### src/rtl/cu_pkg.sv
// Shared encodings, FSM states and instruction field positions for ctrl_unit_mc.
// Field layout (MSB..LSB): class[2], X1, X2, X3, offset[DATA_WIDTH], opcode[4].
package cu_pkg;

    typedef enum logic [1:0] {
        CLS_NOP   = 2'b00,
        CLS_STD   = 2'b01,
        CLS_LOAD  = 2'b10,
        CLS_STORE = 2'b11
    } cu_class_e;

    typedef enum logic [2:0] {
        ST_FETCH      = 3'd0,
        ST_DECODE     = 3'd1,
        ST_EXECUTE    = 3'd2,
        ST_MEM_ACCESS = 3'd3,
        ST_WRITE_BACK = 3'd4
    } cu_state_e;

    localparam logic [3:0] OPCODE_RESET = 4'b1111;
    localparam int         OPCODE_LSB   = 0;
    localparam int         OFFSET_LSB   = 4;

    function automatic int x3_lsb(input int data_width);
        return OFFSET_LSB + data_width;
    endfunction

    function automatic int x2_lsb(input int data_width, input int addr_bits);
        return x3_lsb(data_width) + addr_bits;
    endfunction

    function automatic int x1_lsb(input int data_width, input int addr_bits);
        return x3_lsb(data_width) + 2 * addr_bits;
    endfunction

    function automatic int class_lsb(input int data_width, input int addr_bits);
        return x3_lsb(data_width) + 3 * addr_bits;
    endfunction

    function automatic int instr_width(input int data_width, input int addr_bits);
        return class_lsb(data_width, addr_bits) + 2;
    endfunction

endpackage

### src/rtl/cu_regfile.sv
// Register file for ctrl_unit_mc: one write port, three combinational read ports.
// Optional debug read port when CU_DEBUG_PORT_EN is defined.
module cu_regfile #(
    parameter  int DATA_WIDTH    = 8,
    parameter  int REG_COUNT     = 4,
    localparam int REG_ADDR_BITS = $clog2(REG_COUNT)
) (
    input  logic                     clk,
    input  logic                     rst,
    input  logic                     we,
    input  logic [REG_ADDR_BITS-1:0] wr_addr,
    input  logic [DATA_WIDTH-1:0]    wr_data,
    input  logic [REG_ADDR_BITS-1:0] rd_addr_x1,
    input  logic [REG_ADDR_BITS-1:0] rd_addr_x2,
    input  logic [REG_ADDR_BITS-1:0] rd_addr_x3,
    output logic [DATA_WIDTH-1:0]    rd_data_x1,
    output logic [DATA_WIDTH-1:0]    rd_data_x2,
    output logic [DATA_WIDTH-1:0]    rd_data_x3
`ifdef CU_DEBUG_PORT_EN
    ,
    input  logic [REG_ADDR_BITS-1:0] dbg_addr,
    output logic [DATA_WIDTH-1:0]    dbg_data
`endif
);

    logic [DATA_WIDTH-1:0] regs [REG_COUNT];

    // Reset loads each register with its own index (truncated to DATA_WIDTH).
    always_ff @(posedge clk or posedge rst) begin
        if (rst) begin
            for (int unsigned i = 0; i < REG_COUNT; i++) begin
                regs[i] <= DATA_WIDTH'(i);
            end
        end else if (we) begin
            regs[wr_addr] <= wr_data;
        end
    end

    assign rd_data_x1 = regs[rd_addr_x1];
    assign rd_data_x2 = regs[rd_addr_x2];
    assign rd_data_x3 = regs[rd_addr_x3];

`ifdef CU_DEBUG_PORT_EN
    assign dbg_data = regs[dbg_addr];
`endif

endmodule

### src/rtl/ctrl_unit_mc.sv
// Multi-cycle control unit: FETCH -> DECODE -> EXECUTE -> MEM_ACCESS -> WRITE_BACK.
// Optional debug register read port enabled by defining CU_DEBUG_PORT_EN.
module ctrl_unit_mc
    import cu_pkg::*;
#(
    parameter  int DATA_WIDTH    = 8,
    parameter  int REG_COUNT     = 4,
    localparam int REG_ADDR_BITS = $clog2(REG_COUNT),
    localparam int INSTR_WIDTH   = instr_width(DATA_WIDTH, REG_ADDR_BITS)
) (
    input  logic                     clk,
    input  logic                     rst,
    input  logic                     instr_valid,
    output logic                     instr_ready,
    input  logic [INSTR_WIDTH-1:0]   instr,
    input  logic [DATA_WIDTH-1:0]    result,
    input  logic                     mem_ready,
    output logic [DATA_WIDTH-1:0]    operand1,
    output logic [DATA_WIDTH-1:0]    operand2,
    output logic [DATA_WIDTH-1:0]    offset,
    output logic [3:0]               opcode,
    output logic                     sel1,
    output logic                     sel3,
    output logic                     w_r,
    output logic                     retire
`ifdef CU_DEBUG_PORT_EN
    ,
    input  logic [REG_ADDR_BITS-1:0] dbg_addr,
    output logic [DATA_WIDTH-1:0]    dbg_data
`endif
);

    localparam int X1_LSB  = x1_lsb(DATA_WIDTH, REG_ADDR_BITS);
    localparam int X2_LSB  = x2_lsb(DATA_WIDTH, REG_ADDR_BITS);
    localparam int X3_LSB  = x3_lsb(DATA_WIDTH);
    localparam int CLS_LSB = class_lsb(DATA_WIDTH, REG_ADDR_BITS);

    cu_state_e state, state_nx;

    logic [INSTR_WIDTH-1:0]   instr_q;
    cu_class_e                cls;
    logic [REG_ADDR_BITS-1:0] x1, x2, x3;
    logic [DATA_WIDTH-1:0]    imm;
    logic [3:0]               op;
    logic                     accept;

    logic [DATA_WIDTH-1:0]    rd_x1, rd_x2, rd_x3;
    logic                     rf_we;

    logic [DATA_WIDTH-1:0]    operand1_nx, operand2_nx, offset_nx;
    logic [3:0]               opcode_nx;
    logic                     sel1_nx, sel3_nx, w_r_nx, retire_nx, instr_ready_nx;

    assign cls    = cu_class_e'(instr_q[CLS_LSB +: 2]);
    assign x1     = instr_q[X1_LSB +: REG_ADDR_BITS];
    assign x2     = instr_q[X2_LSB +: REG_ADDR_BITS];
    assign x3     = instr_q[X3_LSB +: REG_ADDR_BITS];
    assign imm    = instr_q[OFFSET_LSB +: DATA_WIDTH];
    assign op     = instr_q[OPCODE_LSB +: 4];
    assign accept = (state == ST_FETCH) && instr_valid && instr_ready;
    assign rf_we  = (state == ST_WRITE_BACK);

    cu_regfile #(
        .DATA_WIDTH (DATA_WIDTH),
        .REG_COUNT  (REG_COUNT)
    ) u_regfile (
        .clk        (clk),
        .rst        (rst),
        .we         (rf_we),
        .wr_addr    (x1),
        .wr_data    (result),
        .rd_addr_x1 (x1),
        .rd_addr_x2 (x2),
        .rd_addr_x3 (x3),
        .rd_data_x1 (rd_x1),
        .rd_data_x2 (rd_x2),
        .rd_data_x3 (rd_x3)
`ifdef CU_DEBUG_PORT_EN
        ,
        .dbg_addr   (dbg_addr),
        .dbg_data   (dbg_data)
`endif
    );

    // State register plus the registered copies of every output.
    always_ff @(posedge clk or posedge rst) begin
        if (rst) begin
            state       <= ST_FETCH;
            instr_q     <= '0;
            operand1    <= '0;
            operand2    <= '0;
            offset      <= '0;
            opcode      <= OPCODE_RESET;
            sel1        <= 1'b0;
            sel3        <= 1'b0;
            w_r         <= 1'b0;
            retire      <= 1'b0;
            instr_ready <= 1'b0;
        end else begin
            state       <= state_nx;
            operand1    <= operand1_nx;
            operand2    <= operand2_nx;
            offset      <= offset_nx;
            opcode      <= opcode_nx;
            sel1        <= sel1_nx;
            sel3        <= sel3_nx;
            w_r         <= w_r_nx;
            retire      <= retire_nx;
            instr_ready <= instr_ready_nx;
            if (accept) begin
                instr_q <= instr;
            end
        end
    end

    always_comb begin
        state_nx = state;
        unique case (state)
            ST_FETCH:      if (accept) state_nx = ST_DECODE;
            ST_DECODE:     state_nx = (cls == CLS_NOP) ? ST_FETCH : ST_EXECUTE;
            ST_EXECUTE:    state_nx = (cls == CLS_STD) ? ST_WRITE_BACK : ST_MEM_ACCESS;
            ST_MEM_ACCESS: begin
                if (mem_ready) begin
                    state_nx = (cls == CLS_LOAD) ? ST_WRITE_BACK : ST_FETCH;
                end
            end
            ST_WRITE_BACK: state_nx = ST_FETCH;
            default:       state_nx = ST_FETCH;
        endcase
    end

    // Next values for the output registers; unlisted outputs hold.
    always_comb begin
        operand1_nx    = operand1;
        operand2_nx    = operand2;
        offset_nx      = offset;
        opcode_nx      = opcode;
        sel1_nx        = sel1;
        sel3_nx        = sel3;
        w_r_nx         = w_r;
        retire_nx      = 1'b0;
        instr_ready_nx = (state_nx == ST_FETCH);
        unique case (state)
            ST_FETCH: ;
            ST_DECODE: begin
                if (cls == CLS_NOP) begin
                    retire_nx = 1'b1;
                end else begin
                    operand1_nx = rd_x2;
                    operand2_nx = (cls == CLS_STD) ? rd_x3 : rd_x1;
                    offset_nx   = imm;
                    opcode_nx   = op;
                    sel1_nx     = (cls == CLS_STD);
                    sel3_nx     = (cls != CLS_STD);
                    w_r_nx      = 1'b0;
                end
            end
            // Raising w_r on entry to MEM_ACCESS keeps it high for every waiting cycle.
            ST_EXECUTE: begin
                if (cls == CLS_STORE) w_r_nx = 1'b1;
            end
            ST_MEM_ACCESS: begin
                if (mem_ready) begin
                    w_r_nx = 1'b0;
                    if (cls == CLS_STORE) retire_nx = 1'b1;
                end
            end
            ST_WRITE_BACK: retire_nx = 1'b1;
            default:       w_r_nx = 1'b0;
        endcase
    end

endmodule

### config.mk
export PLATFORM = sky130hd
export DESIGN_NAME = ctrl_unit_mc
export DESIGN_NICKNAME = d
export VERILOG_FILES = /design/src/rtl/cu_pkg.sv /design/src/rtl/cu_regfile.sv /design/src/rtl/ctrl_unit_mc.sv
export SDC_FILE = /design/constraint.sdc
export NUM_CORES = 1
export LEC_CHECK = 0
export ABC_CLOCK_PERIOD_IN_PS = 2500
export BUFFER_PORTS_ARGS = -buffer_cell sky130_fd_sc_hd__buf_2
export CAP_MARGIN = 25
export CORE_UTILIZATION = 51
export CTS_CLUSTER_SIZE = 24
export DETAILED_ROUTE_END_ITERATION = 8
export PLACE_DENSITY = 0.76
export SKIP_CTS_REPAIR_TIMING = 1
export SLEW_MARGIN = 20
export SYNTH_ARGS = -nofsm -noshare
export SYNTH_HDL_FRONTEND = slang
export SYNTH_SLANG_ARGS = --single-unit
### constraint.sdc
create_clock -name clk -period 2.5 [get_ports clk]
set_input_delay 0.125 -clock clk [delete_from_list [all_inputs] [get_ports clk]]
set_output_delay 0.125 -clock clk [all_outputs]
set_load 0.02 [all_outputs]
# After elaboration in Yosys (flattened, before gate mapping)
# Index checks and enable logic that the tools add are counted.
dict set report word_totals {
  ff_bits 88
  input_bits 32
  out_inout_bits 33
  wordCells 71
}
dict set report classes {
  magnitude_cmp 4
  eq_ne 11
  muxes 27
  bitwise 5
  n_reduce_logical 9
}
# op n
set ops {}
lappend ops {{$mux 8} 8}
lappend ops {{$bmux 8 s2} 3}
lappend ops {{$bwmux 32} 1}
lappend ops {{$demux 8 s2} 1}
lappend ops {{$mux 3} 4}
lappend ops {{$pmux 3 s4} 1}
lappend ops {{$ge 3x3->1 const B} 3}
lappend ops {{$not 2->3} 3}
lappend ops {{$eq 3x2->1 const B} 2}
lappend ops {{$logic_not 3->1} 2}
lappend ops {{$mux 1} 6}
lappend ops {{$ne 2x2->1 const B} 3}
lappend ops {{$eq 2x2->1 const B} 2}
lappend ops {{$pmux 1 s4} 1}
lappend ops {{$reduce_and 4->1} 1}
lappend ops {{$eq 3x1->1 const B} 1}
lappend ops {{$eq 3x3->1 const B} 1}
lappend ops {{$logic_and 1x1->1} 3}
lappend ops {{$lt 3x1->1 const B} 1}
lappend ops {{$pmux 1 s3} 1}
lappend ops {{$eq 2x1->1 const B} 1}
lappend ops {{$logic_not 2->1} 1}
lappend ops {{$mux 2} 1}
lappend ops {{$ne 2x1->1 const B} 1}
lappend ops {{3 further kinds} 4}

# Logic depth before layout (Yosys ltp)
dict set report logic_depth {
  ltp_word 6
  mapped_depth 7
  ltp_nobuf 4
}

# Cells and area by module
# Synthesis repeated with hierarchy kept, for this count alone.
dict set report unflattened {
  hier_cells 257
  hier_area_um2 4226.6
}
# module n_inst cells_each area_per_inst_um2
set modules_own_cells {}
lappend modules_own_cells {ctrl_unit_mc 1 158 2434.8}
lappend modules_own_cells {cu_regfile 1 99 1791.7}

# Worst setup path before layout
# No wires, ideal clock.
dict set report synth_timing {
  path_type {register to register}
  startpoint {reg state[1]}
  endpoint {reg u_regfile.regs[10] in the netlist's numbering}
  setup_ns 0.125
  arrival_ns 1.628
  required_time_ns 2.375
  setup_slack_ns 0.747
  path_stages_with_launch 5
  period_less_slack_ns 1.753
  path_cell_list {dfrtp_1 buf_2 or3b_4 nor3b_4 mux2_2}
}
dict set report synth_via {
  elab_chain_len 1
}
# item line_no
set synth_lines {}
lappend synth_lines {{start: declaration} ctrl_unit_mc.sv:38} ;# cu_state_e state, state_nx;
lappend synth_lines {{start signal: assignment} ctrl_unit_mc.sv:100} ;# state <= state_nx;
lappend synth_lines {{$eq 3x3->1} ctrl_unit_mc.sv:61} ;# assign rf_we = (state == ST_WRITE_BACK);
lappend synth_lines {{end signal: indexed assignment} cu_regfile.sv:32} ;# regs[i] <= DATA_WIDTH'(i);
lappend synth_lines {{end signal: indexed assignment} cu_regfile.sv:35} ;# regs[wr_addr] <= wr_data;
lappend synth_lines {{end: declaration} cu_regfile.sv:26} ;# logic [DATA_WIDTH-1:0] regs [REG_COUNT];
# Every way passes these cells.
# A chain may end at the register's enable or synchronous reset.

# Worst setup path after layout
dict set report layout_timing {
  startpoint {reg state[0]}
  endpoint {reg u_regfile.regs[10] in the netlist's numbering}
}
# Same word-level chain as after synthesis.

==> flow_summary_export.csv <==
group,metric,value,unit
timing,final.setup_skew,7.82,ps
timing,setup_viol,0,
route,wl_per_cell,18.0,um
clocking,numCtsBuffers,9,
worst_setup_path,cp.arrival,2330,ps
place,dp_hpwl,5500,um
worst_setup_path,critical_path_required,2730,ps
place,routabilityCongestion,0.740,
timing,holdWs,6.89,ps
floorplan,die_h,91.5,um
global_routing,grt_pass1_wl,14200,um
outcome,status,"complete, no violations",
timing,tightest_slew,719,ps
route,vias_per_cell,5.71,
clocking,cts_sinks,88,
timing,clock.fmax,475,MHz
yosys,synth_area_leaders,"dfrtp_1 49%, mux2_2 20%, mux4_2 8.8%",
finish,n_fill_cell,605,
timing,slew_viol_final,0,
yosys,synth_common_cells,"80 x dfrtp_1, 73 x mux2_2, 16 x mux2i_1, 16 x mux4_2, 13 x nor2_1",
yosys,synth_top_area_share,49.0,%
place,dpl_cell_area,4570,um2
power_and_ir_drop,vdd_drop_max,741,uV
timing,finalSetupTns,0,ps
place,portBuffers,64,
yosys,ys_seq_area_share,54.2,%
yosys,synthesis.nets,316,
floorplan,pin_count,65,
finish,nNetsFinal,389,
timing,finalCritPeriodShare,84.2,%
clocking,clk_pin_slew,90,ps
worst_setup_path,critical_path_class,"register to register",
global_routing,antenna_found_initial,0,
route,routed_wl,8370,um
floorplan,start_util,52.9,%
worst_setup_path,crit_path_max_fanout,17,
finish,fin_util,62.8,%
clocking,htree_levels,3,
floorplan,dieArea,8370,um2
timing,relSlewSlack,51.8,%
global_routing,grt_max_degree,60,
route,vias,2651,
floorplan,coreArea,7730,um2
yosys,syn_area_per_cell,14.4,um2
route,drt_pass1_iterations,4,
finish,drive_above_1_share,53.6,%
floorplan,die_x,91.5,um
timing,finalHoldViolations,0,
yosys,ys_seq_elements,88,
clocking,root_buffer,"clkbuf_8",
timing,grt_setup_unrepaired,"no",
floorplan,num_rows,32,
global_routing,first_global_vias,2740,
yosys,synth_edf_count,0,
route,drc,0,
timing,finalCriticalPeriod,2100,ps
worst_setup_path,worstSetupEndpointType,"register",
route,ant_nets,0,
global_routing,grt_usage,22.1,%
job,drv_cap,0,
yosys,synthFlopType,"dfrtp_1",
yosys,synthDistinctLibCells,35,
yosys,synth_area,4090,um2
yosys,yosysTopAreaCell,"dfrtp_1",
route,initialDrtViolationCount,113,
finish,diodes,0,
worst_hold_path,worst_hold_path_type,"primary input to register",
clocking,cts_tree,"done",
finish,syn_to_final_growth,18.8,%
power_and_ir_drop,p_leak,0.00221,uW
finish,final_area,4850,um2
global_routing,grt_overflow,0,
power_and_ir_drop,power.total,6630,uW
yosys,synthArstFlopShare,100,%
power_and_ir_drop,p_per_area,1370,nW/um2
clocking,clockBufferDepth,2,
worst_setup_path,r2r_slack,400,ps
yosys,synthCells,284,
clocking,clk_latency,340,ps
worst_setup_path,worst_setup_path_start_kind,"register",
yosys,synth.most_common_cell,"dfrtp_1",
yosys,yosys_warnings,0,
## cell families (layout without fill, tap and decap cells)
logic type / after synthesis / in the layout / share of synthesized area (%)
muxes: 105 / 105 / 32.9
and+or+nand+nor: 40 / 40 / 5.33
DFF: 88 / 88 / 54.2
buffers and inverters: 23 / 101 / 2.48
AOI/OAI and AO/OA: 28 / 28 / 5.18
## routing by layer
layer | vias to the layer above | GRT usage, % | routed length, um
li1 | 1205 | - | -
met1 | 1367 | 29.8 | 3580
met2 | 72 | 36.0 | 4270
met3 | 7 | 3.94 | 433
met4 | 0 | 8.20 | 87
met5 | - | 0 | 0
## flip-flops by register name, summed over array words and instances (netlist names)
name	count
u_regfile.regs	32
instr_q	20
offset	8
operand1	8
operand2	8
opcode	4
state	3
instr_ready	1
retire	1
sel1	1
sel3	1
w_r	1
## cells in the final DEF, fill, tap and decap left out, types with 8 or more instances in the layout
cell type	n
clkbuf_8	10
dfstp_2	8
o21ai_0	9
dfrtp_1	80
buf_4	9
buf_2	64
mux4_2	16
a221o_1	8
nor2_1	12
nand2_1	11
mux2i_1	16
mux2_2	73
## where the power goes
group	leakage, uW	switching, uW	internal (uW)
clock	0.000112	483	585
combinational	0.00103	1240	1520
sequential	0.00107	681	2130
## final cells by class
cell class | count | area [um2] | share of cell area (%)
well taps | 102 | 128 | 2.63
flip-flops and latches | 88 | 2210 | 45.6
multi-input cells | 173 | 1780 | 36.7
clock buffers | 10 | 138 | 2.84
clock inverters | 6 | 82.6 | 1.70
inverters | 4 | 16.3 | 0.335
repair buffers | 81 | 495 | 10.2
## worst paths after layout
path	from	endpoint	depth (start not counted)
max	state[0]$_DFF_PP0_	u_regfile.regs[10]$_DFFE_PP0P_	3
min	instr[2]	instr_q[2]$_DFFE_PP0P_	2
max reg2reg	state[0]$_DFF_PP0_	u_regfile.regs[10]$_DFFE_PP0P_	3
min reg2reg	operand2[2]$_DFFE_PP0P_	operand2[2]$_DFFE_PP0P_	2
max in group asynchronous	rst	u_regfile.regs[16]$_DFFE_PP1P_	4
min in group asynchronous	rst	offset[0]$_DFFE_PP0P_	3
## stage by stage
step / setup WS, ps / instances
2_1_floorplan: 110 / 284
6_report: 395 / 464
4_1_cts: 385 / 458
3_5_place_dp: 423 / 442
3_3_place_gp: 455 / 441
5_1_grt: 309 / 464
## worst max-delay path: stages, from the launching register on
cell	delay (ps)
dfrtp_1	580
or3b_4	500
nor3b_4	500
mux2_2	400
No activity file was read; power rests on OpenSTA's default activity.
